--- src/rtl/ascon_seq_ctrl.sv ---
`default_nettype none
// ============================================================================
// Module      : ascon_seq_ctrl
// Description : Sequencer in front of the ASCON-128 encryption core. Accepts
//               one key/nonce command, then N_BLOCKS 64-bit words (word 0 is
//               associated data, the rest plaintext). Paces start and
//               data-valid pulses to the core's permutation timing, buffers
//               each cipher block for a valid/ready consumer, latches the tag
//               and flags a hung core through a watchdog.
// Revision    : 1.0 - initial release
// ============================================================================
module ascon_seq_ctrl #(
  parameter int N_BLOCKS  = 4,
  parameter int INIT_WAIT = 14,
  parameter int BLK_WAIT  = 8,
  parameter int TIMEOUT   = 255,
  parameter int CNT_W     = 8
) (
  input  logic           clock_i,
  input  logic           reset_i,
  input  logic           cmd_valid_i,
  output logic           cmd_ready_o,
  input  logic [127:0]   key_i,
  input  logic [127:0]   nonce_i,
  input  logic [63:0]    msg_data_i,
  input  logic           msg_valid_i,
  output logic           msg_ready_o,
  output logic           core_start_o,
  output logic [63:0]    core_data_o,
  output logic           core_data_valid_o,
  output logic [127:0]   core_key_o,
  output logic [127:0]   core_nonce_o,
  input  logic [63:0]    core_cipher_i,
  input  logic           core_cipher_valid_i,
  input  logic [127:0]   core_tag_i,
  input  logic           core_end_i,
  output logic [63:0]    ct_data_o,
  output logic           ct_valid_o,
  input  logic           ct_ready_i,
  output logic [127:0]   tag_o,
  output logic           tag_valid_o,
  output logic           busy_o,
  output logic           error_o,
  input  logic           clear_i
);

  typedef enum logic [2:0] {
    IDLE      = 3'd0,
    START     = 3'd1,
    WAIT_INIT = 3'd2,
    FEED      = 3'd3,
    WAIT_CT   = 3'd4,
    WAIT_GAP  = 3'd5,
    WAIT_END  = 3'd6,
    ERROR     = 3'd7
  } state_t;

  localparam logic [CNT_W-1:0] INIT_LIM = CNT_W'(INIT_WAIT - 1);
  localparam logic [CNT_W-1:0] GAP_LIM  = CNT_W'(BLK_WAIT - 1);
  localparam logic [CNT_W-1:0] TO_LIM   = CNT_W'(TIMEOUT - 1);
  localparam logic [CNT_W-1:0] CNT_MAX  = {CNT_W{1'b1}};
  localparam logic [3:0]       LAST_BLK = 4'(N_BLOCKS);

  state_t           state;
  state_t           nxt;
  logic [CNT_W-1:0] wait_cnt;
  logic [CNT_W-1:0] cnt_inc;
  logic [3:0]       blk_cnt;
  logic [3:0]       blk_inc;
  logic             cmd_fire;
  logic             msg_fire;
  logic             ct_fire;
  logic             cipher_take;
  logic             end_take;
  logic             watched;

  assign cmd_fire    = cmd_valid_i & cmd_ready_o;
  assign msg_fire    = msg_valid_i & msg_ready_o;
  assign ct_fire     = ct_valid_o & ct_ready_i;
  assign cipher_take = (state == WAIT_CT) & core_cipher_valid_i;
  assign end_take    = (state == WAIT_END) & core_end_i;
  assign watched     = (state == WAIT_INIT) | (state == WAIT_CT) |
                       (state == WAIT_GAP)  | (state == WAIT_END);

  // Saturating increments: counters stick at all-ones instead of wrapping
  assign cnt_inc = (wait_cnt == CNT_MAX) ? wait_cnt : wait_cnt + 1'b1;
  assign blk_inc = (blk_cnt == 4'hF) ? blk_cnt : blk_cnt + 4'd1;

  // Next-state decode; the watchdog overrides any state that would otherwise hold
  always_comb begin
    nxt = state;
    case (state)
      IDLE:      if (cmd_fire) nxt = START;
      START:     nxt = WAIT_INIT;
      // WAIT_INIT lasts INIT_WAIT cycles (counter 0..INIT_WAIT-1); a cipher
      // block still pending from the previous message also holds it off.
      WAIT_INIT: if ((wait_cnt >= INIT_LIM) && !ct_valid_o) nxt = FEED;
      FEED:      if (msg_fire) nxt = (blk_cnt == 4'd0) ? WAIT_GAP : WAIT_CT;
      WAIT_CT:   if (core_cipher_valid_i) nxt = (blk_cnt == LAST_BLK) ? WAIT_END : WAIT_GAP;
      // A full cipher buffer stalls the core so no block is ever dropped
      WAIT_GAP:  if ((wait_cnt >= GAP_LIM) && !ct_valid_o) nxt = FEED;
      WAIT_END:  if (core_end_i) nxt = IDLE;
      ERROR:     if (clear_i) nxt = IDLE;
      default:   nxt = IDLE;
    endcase
    if (watched && (nxt == state) && (wait_cnt >= TO_LIM)) begin
      nxt = ERROR;
    end
  end

  // Control FSM with registered outputs, datapath latches and cipher/tag buffers
  always_ff @(posedge clock_i or posedge reset_i) begin
    if (reset_i) begin
      state             <= IDLE;
      wait_cnt          <= '0;
      blk_cnt           <= '0;
      cmd_ready_o       <= 1'b0;
      msg_ready_o       <= 1'b0;
      busy_o            <= 1'b0;
      error_o           <= 1'b0;
      core_start_o      <= 1'b0;
      core_data_valid_o <= 1'b0;
      core_data_o       <= '0;
      core_key_o        <= '0;
      core_nonce_o      <= '0;
      ct_data_o         <= '0;
      ct_valid_o        <= 1'b0;
      tag_o             <= '0;
      tag_valid_o       <= 1'b0;
    end else begin
      state             <= nxt;
      cmd_ready_o       <= (nxt == IDLE);
      msg_ready_o       <= (nxt == FEED);
      busy_o            <= (nxt != IDLE);
      error_o           <= (nxt == ERROR);
      core_start_o      <= (nxt == START);
      core_data_valid_o <= msg_fire;

      // Every state change restarts the wait/watchdog counter
      if (nxt != state) begin
        wait_cnt <= '0;
      end else if (watched) begin
        wait_cnt <= cnt_inc;
      end

      if (cmd_fire) begin
        core_key_o   <= key_i;
        core_nonce_o <= nonce_i;
        tag_valid_o  <= 1'b0;
        blk_cnt      <= '0;
      end

      if (msg_fire) begin
        core_data_o <= msg_data_i;
        blk_cnt     <= blk_inc;
      end

      if (cipher_take) begin
        ct_data_o  <= core_cipher_i;
        ct_valid_o <= 1'b1;
      end else if (ct_fire) begin
        ct_valid_o <= 1'b0;
      end

      if (end_take) begin
        tag_o       <= core_tag_i;
        tag_valid_o <= 1'b1;
      end
    end
  end

endmodule
`default_nettype wire

--- config.mk ---
export PLATFORM = sky130hd
export DESIGN_NAME = ascon_seq_ctrl
export DESIGN_NICKNAME = d
export VERILOG_FILES = /design/src/rtl/ascon_seq_ctrl.sv
export SDC_FILE = /design/constraint.sdc
export NUM_CORES = 1
export LEC_CHECK = 0
export BUFFER_PORTS_ARGS = -buffer_cell sky130_fd_sc_hd__buf_2
export CORE_AREA = 2 2 405 407
export DETAILED_ROUTE_END_ITERATION = 16
export DIE_AREA = 0 0 407 409
export GPL_TIMING_DRIVEN = 0
export PLACE_DENSITY = 0.33
export SLEW_MARGIN = 20
export SYNTH_ARGS = -nofsm -noshare
export SYNTH_HDL_FRONTEND = slang
export SYNTH_SLANG_ARGS = --single-unit
export TNS_END_PERCENT = 50
--- constraint.sdc ---
create_clock -name clock_i -period 20.9 [get_ports clock_i]
set_clock_uncertainty 0.1 [all_clocks]
set_input_delay 5.225 -clock clock_i [delete_from_list [all_inputs] [get_ports clock_i]]
set_output_delay 5.225 -clock clock_i [all_outputs]
set_load 0.05 [all_outputs]
Word level (Yosys, flattened, before mapping)

Cells that the tools add are included.
W data, S select, Z words.

Register bits: 535
Input bits: 520
Output and inout port bits: 520

$add $sub $neg: 2
Magnitude comparators: 3
Eq/ne operators: 17
Muxes and demuxes: 21
Bitwise operators: 8
Reductions and logical operators: 15

Operator list:

| kind                  | number |
|---|---|
| $mux W3               | 8 |
| $mux W8               | 3 |
| $pmux W3 S8           | 1 |
| $eq A3 B3 Y1 const B  | 5 |
| $mux W4               | 3 |
| $eq A3 B2 Y1 const B  | 3 |
| $add A8 B1 Y8 const B | 1 |
| $eq A8 B8 Y1 const B  | 1 |
| $ge A8 B3 Y1 const B  | 1 |
| $ge A8 B4 Y1 const B  | 1 |
| $ge A8 B8 Y1 const B  | 1 |
| $reduce_bool A2 Y1    | 4 |
| $eq A3 B1 Y1 const B  | 2 |
| $logic_not A3 Y1      | 2 |
| $and A1 B1 Y1         | 5 |
| $mux W1               | 5 |
| $add A4 B1 Y4 const B | 1 |
| $eq A4 B3 Y1 const B  | 1 |
| $eq A4 B4 Y1 const B  | 1 |
| $logic_and A1 B1 Y1   | 4 |
| $logic_not A4 Y1      | 1 |
| $reduce_and A2 Y1     | 2 |
| $eq A3 B3 Y1          | 1 |
| $ne A3 B3 Y1          | 1 |
| 6 further kinds       | 8 |

Longest topological paths before layout

Gate-level depths: netlist of run 1.

Depth in word-level cells: 11
Gate-level depth with buffers: 9
Mapped depth without buffers: 9

Least setup slack after synthesis of run 1

No wires, ideal clock.

Path type: in2reg
Start: input port msg_valid_i
End: register wait_cnt[0]
Arrival: 6,749 ps
Path slack: 13,923 ps
Cell stages on the path: 7
Cells stage by stage: nand2_1 -> o2111ai_1 -> o41ai_1 -> o21a_1 -> or4_1 -> a2bb2oi_4 -> nor3_1

Word-level cells in the longest chain between the ends: 10
Elaborated cells between the ends (all ways): 12
Classes of those cells: eq/ne (3); mux (4); bitwise (1); reduce/logical (4)

Ends and longest elaborated chain:

| what                                                                | line | text |
|---|---|---|
| start, declared                                                     | 26   | `input logic msg_valid_i,` |
| $and A1 B1 Y1 (*)                                                   | 78   | `assign msg_fire = msg_valid_i & msg_ready_o;` |
| $mux W3 (*)                                                         | 98   | `FEED: if (msg_fire) nxt = (blk_cnt == 4'd0) ? WAIT_GAP : WAIT_CT;` |
| $pmux W3 S8 (*)                                                     | 92   | `case (state)` |
| $eq A3 B3 Y1                                                        | 106  | `if (watched && (nxt == state) && (wait_cnt >= TO_LIM)) begin` |
| $logic_and A1 B1 Y1 (2 in series)                                   | 106  |  |
| $mux W3 (*)                                                         | 106  |  |
| $ne A3 B3 Y1 (*)                                                    | 140  | `if (nxt != state) begin` |
| $ne A2 B1 Y1 (no line) / $reduce_bool A2 Y1 (equally long branches) | -    |  |
| $reduce_and A2 Y1 (no line)                                         | -    |  |
| end signal, assigned                                                | 143  | `wait_cnt <= cnt_inc;` |
| end, declared                                                       | 66   | `logic [CNT_W-1:0] wait_cnt;` |

Every way passes the cells marked *; elsewhere a longest branch is shown, timed or not.
A chain may end at the register's enable or synchronous reset.

Worst setup path in the final report of run 1

Start: input port cmd_valid_i
End: register core_key_o[15]

Word-level cells in the longest chain between the ends: 1

Ends and longest elaborated chain:

| what                 | line | text |
|---|---|---|
| start, declared      | 21   | `input logic cmd_valid_i,` |
| $and A1 B1 Y1        | 77   | `assign cmd_fire = cmd_valid_i & cmd_ready_o;` |
| end signal, assigned | 147  | `core_key_o <= key_i;` |
| end, declared        | 31   | `output logic [127:0] core_key_o,` |

Every way passes these cells.

==> flow_summary.yaml, run 1 <==
run_status:
  outcome: "finished clean"
synthesis:
  synthArstFlopShare_pct: 100
  syn_inst: 1231
  yosysSeqAreaShare_pct: 66.2
  syn_area_per_cell_um2: 16.4
  synth.ff_latch_count: 535
  syn-cell-area_mm2: 0.0202
  synth_edf_count: 0
  syn_nets: 1757
  ys_types: 44
  synth_top_flop_cell: "dfrtp_1"
  yosysWarnings: 0
clocking:
  cts_resized: 0
  cts_buffer_depth: 3
  cts.sinks: 535
  cts_root_buf: "clkbuf_16"
  clock_latency_ns: 0.63
  cts_hold_buf: 0
  cts_buffers: 72
  clk_pin_slew_ns: 0.06
  cts_setup_buffers: 0
  cts_tree: "built"
  htree_levels: 3
global_routing:
  gr-total-overflow: 0
  antenna_found_initial: 33
  grt_pass1_wl_mm: 122
  grt_max_degree: 86
  grt_pass1_vias: 15800
  track_usage_pct: 10.3
layout:
  nets: 2877
  post-route-util_pct: 18.9
  area_delta_synth_final_pct: 51.8
  multi_input_area_mm2: 0.00655
  drive_gt1_share_pct: 70.0
  fillers: 17900
  register_area_mm2: 0.0134
power:
  peakVddDrop_v: 0.0000817
  p_leak_uw: 0.0148
  finalPower_uw: 6050
  p_per_area_mw_per_mm2: 197
placement:
  dp_hpwl_mm: 71.2
  place_congestion: 0.803
  port_buffers: 1039
sta:
  finalMaxSlewViolations: 0
  fin_crit_ns: 7.21
  slew_headroom_pct: 36.7
  tightest_slew_ns: 0.949
  hold_viol: 0
  grt_setup_unrepaired: "false"
  max_freq_mhz: 139
  setup_viol: 0
  timing.final.crit_share_pct: 34.5
detailed_routing:
  drtPass1Iterations: 4
  antenna_left: 0
  top_layer: "met5"
  drcViolationCount: 0
  wl_met3_mm: 7.88
  wl_met2_mm: 44.2
  vias: 14800
  via_per_inst: 3.21
  wl_met1_mm: 34.0
  wl_mm: 88.4
  wl_per_cell_um: 19.2
  drt_iter0_markers: 535
worst_setup_path:
  critPathMaxFanout: 10
  cp-start-kind: "primary input"
  crit_arrival_ns: 7.63
  cp.required_ns: 21.32
  path_class: "in -> reg"
  crit_path_end_kind: "register"
worst_hold_path:
  hp-class: "reg -> reg"
die:
  core_mm2: 0.162
  initial_core_util_pct: 12.5
  ios: 1040
  die_area_mm2: 0.166
  die_x_um: 407
  die_h_um: 409
  placementRows: 148
flow_run:
  cap_viol_max_count: 0
-- where the power goes --
group / internal (µW) / switching (µW) / leakage (µW)
logic: 800 / 2290 / 0.00708
registers: 1500 / 232 / 0.00664
clock network: 727 / 504 / 0.00113
total: 3030 / 3030 / 0.0148
-- critical path, stage by stage --
cell and delay, ns:
buf_2 0.09, and2_1 0.22, clkbuf_1 0.38, clkbuf_2 0.52
clkbuf_1 0.76, mux2_2 0.42
-- worst paths after layout --
kind,from,endpoint,slack [ns],depth (start not counted)
max,cmd_valid_i,core_key_o[15],13.69,6
min,tag_valid_o,tag_valid_o,0.38,2
max reg2reg,state[1],tag_o[13],17.77,6
min reg2reg,tag_valid_o,tag_valid_o,0.38,2
max in group asynchronous,reset_i,tag_o[35],14.48,5
min in group asynchronous,reset_i,core_key_o[26],4.47,2
-- stage by stage --
step	setup WS (ns)	instance area (µm²)	hold slack [ns]	setup TNS (ns)	cells
2_1_floorplan	0.623	20200	0.412	0	1231
3_3_place_gp	-8.88	28100	0.364	-4647.86	4445
3_5_place_dp	12.70	28300	0.364	0	4452
4_1_cts	13.44	30600	0.382	0	4578
5_1_grt	13.46	30700	0.406	0	4584
6_report	13.69	30700	0.377	0	4593
-- cell families (layout without fill, tap and decap cells) --
logic type | after synthesis | after routing | share of synthesized area (%)
AO/OA/AOI/OAI | 30 | 30 | 1.19
XOR/XNOR | 8 | 8 | 0.347
adder cells (fa/ha/maj) | 6 | 6 | 0.371
buffers and inverters | 71 | 1243 | 1.39
flip-flops | 535 | 535 | 66.2
multiplexers | 516 | 516 | 28.7
other | 0 | 15 | 0
AND/OR/NAND/NOR | 65 | 65 | 1.75
-- per-layer routing --
layer,global-route usage [%],up-vias
li1,-,6641
met1,11.6,7353
met2,17.7,609
met4,3.07,16
met3,4.01,140
met5,0,-
-- cells in the final DEF (no fill, tap or decap), types with 3 or more instances in the layout --
| cell | instances |
|---|---|
| bufinv_16 | 4 |
| a21oi_1 | 5 |
| buf_2 | 1045 |
| xor2_1 | 4 |
| nand2_1 | 15 |
| nor2b_1 | 3 |
| o21a_1 | 4 |
| ha_1 | 6 |
| clkinv_2 | 10 |
| dfrtp_1 | 535 |
| nor3_1 | 11 |
| clkbuf_1 | 65 |
| buf_16 | 7 |
| nand4_1 | 6 |
| mux2_2 | 514 |
| clkbuf_16 | 73 |
| clkinvlp_4 | 3 |
| inv_6 | 3 |
| diode_2 | 15 |
| a31oi_1 | 6 |
| xnor2_1 | 4 |
| clkbuf_8 | 9 |
| inv_1 | 10 |
| nor2_1 | 13 |
| buf_1 | 5 |
-- final cells by class --
cell class	count	share of cell area [%]
clock inverter	24	0.913
buffer	60	0.791
timing repair buffer	1046	17.6
multi-input combinational	625	21.3
tap	2175	8.87
antenna	15	0.122
sequential	535	43.6
inverter	11	0.159
clock buffer	102	6.60
-- registers in the layout (all words and copies together), names as in the netlist, 3 cells and up --
signal and count:
core_key_o 128, blk_cnt 4, state 3, core_nonce_o 128, core_data_o 64, tag_o 128
ct_data_o 64, wait_cnt 8
-- synthesized netlist by cell type (2+ instances only) --
| cell type | number | share of area [%] |
|---|---|---|
| nand3_1 | 2 | 0.050 |
| xor2_1 | 4 | 0.17 |
| o21ai_0 | 2 | 0.050 |
| ha_1 | 6 | 0.37 |
| o21a_1 | 4 | 0.15 |
| nor3_1 | 11 | 0.27 |
| nor2_1 | 13 | 0.24 |
| buf_4 | 2 | 0.074 |
| a31oi_1 | 6 | 0.19 |
| a21oi_1 | 5 | 0.12 |
| nand4_1 | 6 | 0.19 |
| nand2b_1 | 2 | 0.062 |
| and4b_1 | 2 | 0.099 |
| buf_1 | 5 | 0.093 |
| inv_1 | 11 | 0.20 |
| dfrtp_1 | 535 | 66 |
| a21o_1 | 2 | 0.074 |
| xnor2_1 | 4 | 0.17 |
| buf_2 | 6 | 0.15 |
| nor2b_1 | 3 | 0.093 |
| nor3b_1 | 2 | 0.074 |
| mux2i_1 | 2 | 0.099 |
| o21ai_1 | 2 | 0.050 |
| clkbuf_1 | 47 | 0.87 |
| mux2_2 | 514 | 29 |
| nand2_1 | 15 | 0.28 |
(Power assumes the default switching activity.)
==> inputs of run 2 (changes only) <==
PLACE_DENSITY = 0.32   (was 0.33)
clock period = 6.7 ns   (was 20.9 ns; I/O delays follow)
==> run 2 against run 1 <==
Compared with the run above: non-clock buffer count is 15 higher; worst setup slack got worse by 11 ns; clock power grew to 3.4 times the previous value; sequential cell count stayed put; hold slack got worse by 0.012 ns; utilization rose by 0.33 points; total power rose to 3.2 times the previous value; final cell count rose by 0.50%; clock-buffer cell count up 10.
==> flow_summary.yaml, run 2 (synthesis results as in run 1) <==
run_status:
  outcome: "finished clean"
worst_hold_path:
  hp-class: "reg -> reg"
  min_path_cells: 2
global_routing:
  track_usage_pct: 10.3
  grt_max_degree: 31
  gr-total-overflow: 0
  antenna_found_initial: 43
  grt_pass1_vias: 15900
  grt_pass1_wl_mm: 121
detailed_routing:
  drt_iter0_markers: 467
  drtPass1Iterations: 4
  wl_per_cell_um: 19.3
  antenna_left: 0
  wl_mm: 88.9
  via_per_inst: 3.21
  drcViolationCount: 0
  vias: 14800
power:
  p_leak_uw: 0.0151
  p_per_area_mw_per_mm2: 616
  peakVddDrop_v: 0.000265
die:
  die_area_mm2: 0.166
  initial_core_util_pct: 12.5
  die_x_um: 407
  core_mm2: 0.162
  ios: 1040
  die_h_um: 409
  placementRows: 148
worst_setup_path:
  worstReg2RegEnd: "tag_o[22]"
  critPathTopFamily: "buffers and inverters"
  cp_slowest_cell: "clkbuf_1"
  cp-start-kind: "primary input"
  path_common_cell: "clkbuf_1"
  setup.worst_path.start: "cmd_valid_i"
  crit_path_end: "core_nonce_o[89]"
  critPathMaxStageDelay_ns: 0.76
  crit_path_end_kind: "register"
  critPathBufInv: 4
  reg2reg_depth: 6
  regToRegSetupSlack_ns: 3.62
  crit_chain: "buf_2 -> and2_1 -> clkbuf_1 -> clkbuf_1 -> clkbuf_1 -> mux2_2"
  crit_arrival_ns: 4.12
  path_class: "in -> reg"
  r2r_start: "state[1]"
  cp.required_ns: 7.12
  critPathMaxFanout: 11
  worst-path-stages: 6
clocking:
  clk_pin_slew_ns: 0.06
  cts.sinks: 535
  cts_hold_buf: 0
  clock_latency_ns: 0.64
  htree_levels: 3
  cts_tree: "built"
  cts_setup_buffers: 0
  cts_buffers: 75
  cts_root_buf: "clkbuf_16"
  cts_buffer_depth: 3
  cts_resized: 0
sta:
  tns_ns: 0
  max_freq_mhz: 271
  slew_headroom_pct: 38.2
  hold_viol: 0
  fin_crit_ns: 3.70
  finalMaxSlewViolations: 0
  grt_setup_unrepaired: "false"
  setup_viol: 0
  timing.final.crit_share_pct: 55.2
  timing.hold.ws_ns: 0.365
  tightest_slew_ns: 0.927
layout:
  fin_area_mm2: 0.0312
  reg.largest.list: "core_key_o: 128 flops, core_nonce_o: 128 flops, tag_o: 128 flops"
  area_delta_synth_final_pct: 54.4
  final_cell_mix: "buf_2, dfrtp_1, mux2_2"
  layoutNonFillerInstCount: 4616
  layout_commonest_cell: "buf_2"
  nets: 2895
  drive_gt1_share_pct: 70.5
placement:
  numPlacedInstances: 4467
  dpl_cell_area_mm2: 0.0286
  place_congestion: 0.779
  port_buffers: 1039
  dp_hpwl_mm: 72.7
flow_run:
  cap_viol_max_count: 0
## run 2: cell types whose count changed in the layout (fill, tap and decap cells not counted), moves of 2 or more
| cell | before | now |
|---|---|---|
| clkbuf_8 | 9 | 20 |
| clkinv_8 | 2 | 0 |
| diode_2 | 15 | 13 |
| buf_16 | 7 | 5 |
| inv_6 | 3 | 5 |
| buf_12 | 0 | 17 |
| clkbuf_1 | 65 | 61 |
| clkbuf_16 | 73 | 77 |
## run 2: area by class of cell
cell class              count  area, µm²
diodes                     13       32.5
plain buffers              60        241
clock buffers             112       2260
clock inverters            24        299
fillers                 17900     131000
inverters                  11       45.0
multi-input cells         625       6550
flip-flops and latches    535      13400
well taps                2175       2720
repair buffers           1061       5680
## run 2: stage by stage
stage	total power, µW	utilization [%]	setup slack, ns
2_1_floorplan	12400	-	-2.35
3_3_place_gp	15300	17.4	-7.42
3_5_place_dp	15300	17.7	2.21
4_1_cts	19600	19.2	2.94
5_1_grt	20200	19.3	2.85
6_report	19200	19.3	3.00
## run 2: per-layer routing
layer	routed length (µm)	track usage, %
met1	31900	10.7
met2	46500	18.6
met3	7840	4.19
met4	2320	3.39
met5	352	0
## run 2: power breakdown
group / switching [µW] / internal, µW / total, µW
clock network: 1640 / 2530 / 4170
logic: 7120 / 2510 / 9630
registers: 737 / 4690 / 5420
total: 9500 / 9730 / 19200
## run 2: worst min path at each step
stage	slack (ns)	endpoint	start
after floorplan	0.41	blk_cnt[1]	blk_cnt[1]
after global placement	0.36	tag_valid_o	tag_valid_o
after detailed placement	0.36	tag_valid_o	tag_valid_o
after CTS	0.38	tag_valid_o	tag_valid_o
after global routing	0.40	tag_valid_o	tag_valid_o
final	0.37	tag_valid_o	tag_valid_o
## run 2: tightest hold or removal path: stages (launching register included)
cell     delay (ns)
dfrtp_1        0.33
nand2_1        0.05
nand2_1        0.05
